--- src/rtl/mem_uart_streamer.sv ---
// -----------------------------------------------------------------------------
// mem_uart_streamer
//
// Streams a run of entries from a synchronous-read ROM/RAM to a UART transmit
// FIFO. Each entry is sent either as one raw byte or as two ASCII hex digits
// and a space. Hex output breaks lines every LINE_LEN entries, and every
// transfer ends with a single CR LF. The engine honours UART back-pressure and
// supports abort.
//
// Ports:
//   clock, reset     system clock; synchronous active-high reset
//   start            one-cycle pulse that begins a transfer (ignored while busy)
//   abort            level; ends the current transfer without a done pulse
//   hex_mode         0 = raw bytes, 1 = ASCII hex
//   start_addr       first entry (values >= DEPTH start from 0)
//   length           number of entries (values > DEPTH are clamped to DEPTH)
//   mem_addr         registered memory address
//   mem_data         memory read data, valid one cycle after mem_addr
//   tx_full          UART FIFO full
//   write_to_uart    one-cycle write strobe, with tx_data alongside
//   busy             transfer in progress
//   done             one-cycle pulse on normal completion
//   sent_count       entries fully emitted in the current/last transfer
//
// DATA_WIDTH must lie in 1..8.
// -----------------------------------------------------------------------------
module mem_uart_streamer #(
  parameter int ADDR_WIDTH = 6,
  parameter int DATA_WIDTH = 7,
  parameter int DEPTH      = 50,
  parameter int LINE_LEN   = 8
) (
  input  logic                  clock,
  input  logic                  reset,
  input  logic                  start,
  input  logic                  abort,
  input  logic                  hex_mode,
  input  logic [ADDR_WIDTH-1:0] start_addr,
  input  logic [ADDR_WIDTH:0]   length,
  output logic [ADDR_WIDTH-1:0] mem_addr,
  input  logic [DATA_WIDTH-1:0] mem_data,
  input  logic                  tx_full,
  output logic                  write_to_uart,
  output logic [7:0]            tx_data,
  output logic                  busy,
  output logic                  done,
  output logic [ADDR_WIDTH:0]   sent_count
);

  localparam int LW = $clog2(LINE_LEN + 1);
  localparam logic [ADDR_WIDTH:0]   DEPTH_L    = (ADDR_WIDTH + 1)'(DEPTH);
  localparam logic [ADDR_WIDTH-1:0] LAST_ADDR  = ADDR_WIDTH'(DEPTH - 1);
  localparam logic [LW-1:0]         LINE_LEN_L = LW'(LINE_LEN);

  typedef enum logic [3:0] {
    IDLE, FETCH, CAPTURE, EMIT_RAW, EMIT_HI, EMIT_LO,
    EMIT_SP, EMIT_CR, EMIT_LF, GAP, FINISH
  } state_e;

  state_e                state_q, state_d;
  state_e                ret_q, ret_d;       // state to enter after GAP
  logic [ADDR_WIDTH-1:0] mem_addr_q, mem_addr_d;
  logic [ADDR_WIDTH:0]   len_q, len_d;
  logic                  hex_q, hex_d;
  logic [DATA_WIDTH-1:0] word_q, word_d;
  logic [ADDR_WIDTH:0]   sent_q, sent_d;
  logic [LW-1:0]         line_q, line_d;     // entries on the current hex line
  logic                  write_q, write_d;
  logic [7:0]            tx_data_q, tx_data_d;
  logic                  busy_q, busy_d;
  logic                  done_q, done_d;

  function automatic logic [7:0] hex_char(input logic [3:0] nib);
    if (nib < 4'd10) return {4'h3, nib};
    else             return 8'h37 + {4'h0, nib};
  endfunction

  // Shared decode used by both combinational processes.
  logic                  emit_state, emit_fire, entry_end;
  logic                  last_entry, line_full, line_wrap;
  logic [ADDR_WIDTH:0]   sent_inc;
  logic [LW-1:0]         line_inc;
  logic [ADDR_WIDTH-1:0] start_addr_ok;
  logic [ADDR_WIDTH:0]   length_ok;
  logic [7:0]            word_ext;

  always_comb begin
    // NOTE: every signal assigned in a combinational block gets a default
    // first so no path leaves it unassigned, which would infer a latch.
    word_ext                 = '0;
    word_ext[DATA_WIDTH-1:0] = word_q;
  end

  assign emit_state = (state_q == EMIT_RAW) || (state_q == EMIT_HI) ||
                      (state_q == EMIT_LO)  || (state_q == EMIT_SP) ||
                      (state_q == EMIT_CR)  || (state_q == EMIT_LF);
  // Abort wins over a pending write.
  assign emit_fire  = emit_state && !tx_full && !abort;
  assign entry_end  = emit_fire && ((state_q == EMIT_RAW) || (state_q == EMIT_SP));
  assign sent_inc   = sent_q + 1'b1;
  assign last_entry = (sent_inc == len_q);
  assign line_inc   = line_q + 1'b1;
  assign line_wrap  = (line_inc == LINE_LEN_L);
  assign line_full  = hex_q && line_wrap;

  assign start_addr_ok = ({1'b0, start_addr} >= DEPTH_L) ? '0 : start_addr;
  assign length_ok     = (length > DEPTH_L) ? DEPTH_L : length;

  // State register and all datapath/output flops.
  always_ff @(posedge clock) begin
    // NOTE: sequential state uses non-blocking assignments so every flop
    // samples its pre-edge value regardless of statement order.
    if (reset) begin
      state_q    <= IDLE;
      ret_q      <= IDLE;
      mem_addr_q <= '0;
      len_q      <= '0;
      hex_q      <= 1'b0;
      word_q     <= '0;
      sent_q     <= '0;
      line_q     <= '0;
      write_q    <= 1'b0;
      tx_data_q  <= '0;
      busy_q     <= 1'b0;
      done_q     <= 1'b0;
    end else begin
      state_q    <= state_d;
      ret_q      <= ret_d;
      mem_addr_q <= mem_addr_d;
      len_q      <= len_d;
      hex_q      <= hex_d;
      word_q     <= word_d;
      sent_q     <= sent_d;
      line_q     <= line_d;
      write_q    <= write_d;
      tx_data_q  <= tx_data_d;
      busy_q     <= busy_d;
      done_q     <= done_d;
    end
  end

  // Next-state logic.
  always_comb begin
    state_d = state_q;
    ret_d   = ret_q;
    if (state_q != IDLE && abort) begin
      state_d = IDLE;
    end else begin
      case (state_q)
        IDLE:     if (start) state_d = (length_ok == '0) ? FINISH : FETCH;
        FETCH:    state_d = CAPTURE;
        CAPTURE:  state_d = hex_q ? EMIT_HI : EMIT_RAW;
        EMIT_RAW,
        EMIT_SP:  if (!tx_full) begin
                    state_d = GAP;
                    // A final line boundary produces only one CR LF.
                    ret_d   = (last_entry || line_full) ? EMIT_CR : FETCH;
                  end
        EMIT_HI:  if (!tx_full) begin state_d = GAP; ret_d = EMIT_LO; end
        EMIT_LO:  if (!tx_full) begin state_d = GAP; ret_d = EMIT_SP; end
        EMIT_CR:  if (!tx_full) begin state_d = GAP; ret_d = EMIT_LF; end
        EMIT_LF:  if (!tx_full) begin
                    state_d = GAP;
                    ret_d   = (sent_q == len_q) ? FINISH : FETCH;
                  end
        GAP:      state_d = ret_q;
        FINISH:   state_d = IDLE;
        default:  state_d = IDLE;
      endcase
    end
  end

  // Output and datapath logic.
  always_comb begin
    mem_addr_d = mem_addr_q;
    len_d      = len_q;
    hex_d      = hex_q;
    word_d     = word_q;
    sent_d     = sent_q;
    line_d     = line_q;
    write_d    = 1'b0;
    tx_data_d  = tx_data_q;
    busy_d     = busy_q;
    done_d     = 1'b0;

    case (state_q)
      IDLE: if (start) begin
        mem_addr_d = start_addr_ok;
        len_d      = length_ok;
        hex_d      = hex_mode;
        sent_d     = '0;
        line_d     = '0;
        busy_d     = 1'b1;
      end
      CAPTURE: word_d = mem_data;
      FINISH: begin
        done_d = 1'b1;
        busy_d = 1'b0;
      end
      default: ;
    endcase

    if (emit_fire) begin
      write_d = 1'b1;
      case (state_q)
        EMIT_RAW: tx_data_d = word_ext;
        EMIT_HI:  tx_data_d = hex_char(word_ext[7:4]);
        EMIT_LO:  tx_data_d = hex_char(word_ext[3:0]);
        EMIT_SP:  tx_data_d = 8'h20;
        EMIT_CR:  tx_data_d = 8'h0D;
        default:  tx_data_d = 8'h0A;
      endcase
    end

    if (entry_end) begin
      sent_d     = sent_inc;
      mem_addr_d = (mem_addr_q == LAST_ADDR) ? '0 : mem_addr_q + 1'b1;
      line_d     = line_wrap ? '0 : line_inc;
    end

    if (state_q != IDLE && abort) begin
      busy_d = 1'b0;
      done_d = 1'b0;
    end
  end

  assign mem_addr      = mem_addr_q;
  assign write_to_uart = write_q;
  assign tx_data       = tx_data_q;
  assign busy          = busy_q;
  assign done          = done_q;
  assign sent_count    = sent_q;

endmodule
--- config.mk ---
export PLATFORM = sky130hd
export DESIGN_NAME = mem_uart_streamer
export DESIGN_NICKNAME = d
export VERILOG_FILES = /design/src/rtl/mem_uart_streamer.sv
export SDC_FILE = /design/constraint.sdc
export NUM_CORES = 1
export LEC_CHECK = 0
export CAP_MARGIN = 20
export CORE_MARGIN = 5
export CORE_UTILIZATION = 53
export CTS_BUF_LIST = sky130_fd_sc_hd__clkbuf_16
export CTS_CLUSTER_SIZE = 20
export DETAILED_ROUTE_END_ITERATION = 8
export DONT_BUFFER_PORTS = 1
export PLACE_DENSITY = 0.71
export REMOVE_ABC_BUFFERS = 1
export SETUP_SLACK_MARGIN = 0.5
export SKIP_LAST_GASP = 1
export SYNTH_ARGS = -nofsm -noshare
export SYNTH_HDL_FRONTEND = slang
export SYNTH_SLANG_ARGS = --single-unit
--- constraint.sdc ---
create_clock -name clock -period 2 [get_ports clock]
set_input_delay 0.2 -clock clock [delete_from_list [all_inputs] [get_ports clock]]
set_output_delay 0.2 -clock clock [all_outputs]
set_load 0.02 [all_outputs]
Word-level counts from Yosys, hierarchy flattened
Cells that the tools add are included.

Register bits: 51. Input port bits: 26. Word-level logic and storage cells: 105.

Add/subtract/negate cells: 5. $lt $le $gt $ge: 4. Eq/ne operators: 21. Multiplexer cells: 33. Bitwise logic cells: 1. Reduce and logical (&&, ||, !) cells: 29.

Operators with widths (count): 4-bit 2-to-1 mux (13); 7-bit 2-to-1 mux (6); 4-bit case mux with 5 select lines (2); 7-bit case mux with 5 select lines (1); 6-bit 2-to-1 mux (5); 4-bit by 3-bit == test with 1-bit output (second input constant) (4); 4-bit == test (second input constant) (4); 7-bit == test (2); 2-bit != test (second input constant) (7); 4-bit by 2-bit == test with 1-bit output (second input constant) (2); 2-bit AND reduction (4); 6-bit by 3-bit adder with 7-bit output (first input constant) (1); 6-bit by 4-bit adder with 7-bit output (first input constant) (1); 7-bit by 1-bit adder with 7-bit output (second input constant) (1); 7-bit by 6-bit greater-than comparator with 1-bit output (second input constant) (1); 7-bit logical NOT (1); 1-bit logical OR (7); 7-bit AND reduction (1); 6-bit by 1-bit adder with 6-bit output (second input constant) (1); 6-bit == test (second input constant) (1); 6-bit greater-or-equal comparator (second input constant) (1); 3-bit 2-to-1 mux (2); 2-bit nonzero test (3); 6-bit OR reduction (1); other kinds (13) (21).

Longest topological paths before layout
Word-level depth: 11. Gate-level depth with buffers: 7. Mapped depth without buffers: 7.

Least setup slack after synthesis
No wires, ideal clock.

Kind: register to register. Start point: reg sent_q[0], in the netlist sent_count[0]. End point: reg ret_q[2]. Library setup time: 0.086 ns. Data arrival time: 2.092 ns. Data required time: 1.914 ns. Slack: -0.178 ns. Cell stages (with the launch flop): 8. Buffers on the path: 1. Period minus slack after synthesis: 2.178 ns. Cells stage by stage: dfxtp_1 -> ha_1 -> clkbuf_2 -> nand3_4 -> a211o_1 -> and3_1 -> or4_4 -> a211oi_1.

Cells in the longest elaborated chain, start to end: 6.

RTL lines: start, declared (line 66) `logic [ADDR_WIDTH:0] sent_q, sent_d;`; start signal, assigned (line 133) `sent_q <= sent_d;`; 7-bit by 1-bit adder with 7-bit output (line 100) `assign sent_inc = sent_q + 1'b1;`; 7-bit == test (line 101) `assign last_entry = (sent_inc == len_q);`; 1-bit logical OR (line 157) `ret_d = (last_entry || line_full) ? EMIT_CR : FETCH;`; 3-bit 2-to-1 mux (line 157); 4-bit 2-to-1 mux (line 154) `EMIT_SP: if (!tx_full) begin`; 4-bit case mux with 5 select lines (line 149) `case (state_q)`; end signal, assigned (line 128) `ret_q <= ret_d;`; end, declared (line 61) `state_e ret_q, ret_d;`.

No other way between the ends. The select of a mux whose other input is x is not followed. A chain may end at the register's enable or synchronous reset.

Final worst setup path
Start point: reg sent_q[1], in the netlist sent_count[1]. End point: reg ret_q[2].

Same word-level chain as after synthesis.

==> impl_metrics.json <==
{
  "status": "completed",
  "fin_hold_ws_ns": 0.03007,
  "yosys_warnings": 0,
  "grt_pass1_wl_um": 13720,
  "worst_slew_pin_slew_ns": 0.5411,
  "hp-class": "in -> reg",
  "ios": 50,
  "drtIter0Drc": 264,
  "clk_pin_slew_ns": 0.07,
  "rows": 27,
  "fmax_mhz": 559.9,
  "cpPeakStageDelay_ns": 0.53,
  "crit_chain": "ha_4, nand3_4, a211o_1, and3_1, or4_4, a211oi_2",
  "hold_violations": 0,
  "drtPass1Iterations": 4,
  "layout.cells.most_common_list": "buf_4, nand2_1, dfxtp_1, nor2_1, a21oi_1",
  "routed_via_density": 6.120,
  "clk_latency_ns": 0.29,
  "htreeDepth": 2,
  "ys.flop_type": "dfxtp_1",
  "synthCells": 383,
  "wl_um": 8962,
  "mostFrequentLayoutCell": "buf_4",
  "period_share_pct": 89.29,
  "grt_pass1_vias": 2946,
  "globalRouteOverflowTotal": 0,
  "place_hpwl_um": 5704,
  "crit_family": "simple AND/OR/NAND/NOR gates",
  "cp-start-kind": "register",
  "antenna_found_initial": 0,
  "cts_buffers": 5,
  "power.density_nw_per_um2": 970.3,
  "fp.dieH_um": 84.20,
  "critical_path_arrival_ns": 2.00,
  "cp_max_fo": 3,
  "nFillCells": 399,
  "tns_ns": 0,
  "drc_errors": 0,
  "final_util_pct": 72.28,
  "area_growth_syn_to_layout_pct": 34.73,
  "grtUsageTotal_pct": 23.24,
  "critical_path_buf_inv_count": 0,
  "cts_tree": "built",
  "max_cap_violations": 0,
  "drive_above_1_share_pct": 30.77,
  "ant_nets": 0,
  "crit_slowest_cell": "or4_4",
  "crit_path_start": "sent_count[1]",
  "clockBufferDepth": 2,
  "max-vdd-ir-drop_mv": 0.6070,
  "rr_startpoint": "sent_count[1]",
  "start_util_pct": 53.65,
  "insertedDiodeCount": 0,
  "setup_viol": 0,
  "synth_edf_count": 0,
  "routedWlPerCell_um": 17.89,
  "path_class": "reg -> reg",
  "syn-mean-instance-area_um2": 7.618,
  "clkSinkCount": 50,
  "layout.nets": 460,
  "die_w_um": 84.20,
  "drv_slew": 0,
  "port_buffers": 0,
  "rsz0062_at_grt": "yes",
  "postSynth.asyncResetShare_pct": 0,
  "coreArea_um2": 5439,
  "yosysSeqAreaShare_pct": 34.31,
  "synth_area_um2": 2918,
  "p_leak_nw": 1.406,
  "hold_start": "mem_data[1]",
  "synthDistinctLibCells": 55,
  "slew_headroom_pct": 63.59,
  "synth_seq_cells": 50,
  "cp.required_ns": 2.21,
  "dieArea_um2": 7089,
  "grt_max_degree": 44,
  "clock_skew_ns": 0.006882,
  "clockRootBuffer": "clkbuf_16",
  "period_needed_ns": 1.786,
  "gp_congestion": 0.9045,
  "finish.instance_area_um2": 3931,
  "vias": 3066,
  "cp-end-kind": "register",
  "dpl-instance-area_um2": 3188
}
metrics by stage:
| step | total power [W] | std cells | setup slack [ns] |
|---|---|---|---|
| finish | 0.003815 | 501 | 0.2141 |
| floorplan | 0.001900 | 359 | -0.1988 |
| global route | 0.003996 | 501 | 0.1497 |
| CTS | 0.003471 | 489 | 0.2180 |
| detailed placement | 0.002308 | 469 | -0.05680 |
| global placement | 0.002289 | 469 | 0.09113 |
report_power, final:
| group | internal (W) | leakage, nW | switching [W] |
|---|---|---|---|
| logic | 0.000734 | 0.907 | 0.000828 |
| registers | 0.00111 | 0.413 | 0.000176 |
| clock network | 0.000582 | 0.0864 | 0.000380 |
| total | 0.00243 | 1.41 | 0.00138 |
final timing paths:
| path | cells after the start | endpoint | slack [ns] |
|---|---|---|---|
| setup reg to reg | 6 | ret_q[2] | 0.21 |
| hold reg to reg | 2 | ret_q[0] | 0.48 |
| hold / removal | 2 | word_q[1] | 0.03 |
| setup / recovery | 6 | ret_q[2] | 0.21 |
per-layer routing:
metal	vias up	routed length (µm)	track usage (%)
met3	20	659	6.084
met2	117	4574	40.89
li1	1464	-	-
met1	1465	3533	27.17
met5	-	0	0
met4	0	195	8.187
synth_stat cells (2+ instances only):
cell type / n / area share [%]
nor2_1: 42 / 5.4
buf_2: 5 / 0.86
a211oi_1: 6 / 1.5
a311oi_1: 4 / 1.2
a21oi_1: 42 / 7.2
nand4_1: 2 / 0.43
a31oi_1: 5 / 1.1
and2_1: 3 / 0.64
o21a_1: 3 / 0.77
a22oi_1: 9 / 2.3
o22a_1: 3 / 0.90
a211o_1: 3 / 0.90
nand3_1: 10 / 1.7
nand2b_1: 6 / 1.3
clkbuf_1: 15 / 1.9
o22ai_1: 3 / 0.64
xor2_1: 2 / 0.60
o211ai_1: 7 / 1.8
or3_1: 5 / 1.1
nand3b_1: 5 / 1.3
nor4b_2: 2 / 1.0
nand2_1: 44 / 5.7
nor2b_1: 7 / 1.5
ha_1: 6 / 2.6
nor4_1: 2 / 0.43
o21ai_0: 20 / 3.4
xnor2_1: 14 / 4.2
a22o_1: 2 / 0.60
buf_4: 2 / 0.51
nor3b_1: 5 / 1.3
nor3_1: 13 / 2.2
o21bai_1: 2 / 0.51
dfxtp_1: 50 / 34
and3_1: 4 / 0.86
inv_1: 10 / 1.3
logic make-up after synthesis:
logic type,count (synthesis),synth area share [%]
flops,50,34.31
mux,1,0.3431
buf+inv,34,4.888
fa+ha+maj,6,2.573
simple gates,156,27.10
other cells,1,0.1285
compound gates,119,25.86
xor+xnor,16,4.803
area by class of cell:
type                            instances  area (µm²)  area share (%)
Clock buffer                            5       125.1           3.183
Clock inverter                          3       37.54          0.9548
Inverter                               10       37.54          0.9548
Multi-Input combinational cell        299        2082           52.96
Sequential cell                        50        1025           26.07
Tap cell                               72       90.09           2.292
Timing Repair Buffer                   62       534.3           13.59
flip-flops by register name, summed over array words and instances, names as in the netlist:
signal / count
state_q: 4
busy: 1
ret_q: 4
sent_count: 7
done: 1
hex_q: 1
mem_addr: 6
write_to_uart: 1
len_q: 7
line_q: 4
word_q: 7
tx_data: 7
worst register-to-register path, cell delays in order (launching register included):
cell and delay, ns:
dfxtp_2 0.36, ha_4 0.15, nand3_4 0.08, a211o_1 0.23, and3_1 0.14, or4_4 0.53, a211oi_2 0.22
what timing repair did:
item / CTS / global route
pin swaps: 16 / 31
hold buffers: 1 / 0
resized for setup: 41 / 63
setup buffers: 11 / 12
cloned: 0 / 0
hold endpoints to repair: 43 / 0
endpoints found under the setup margin: 49 / 47
Note: power is estimated with default switching activity, not from simulation.
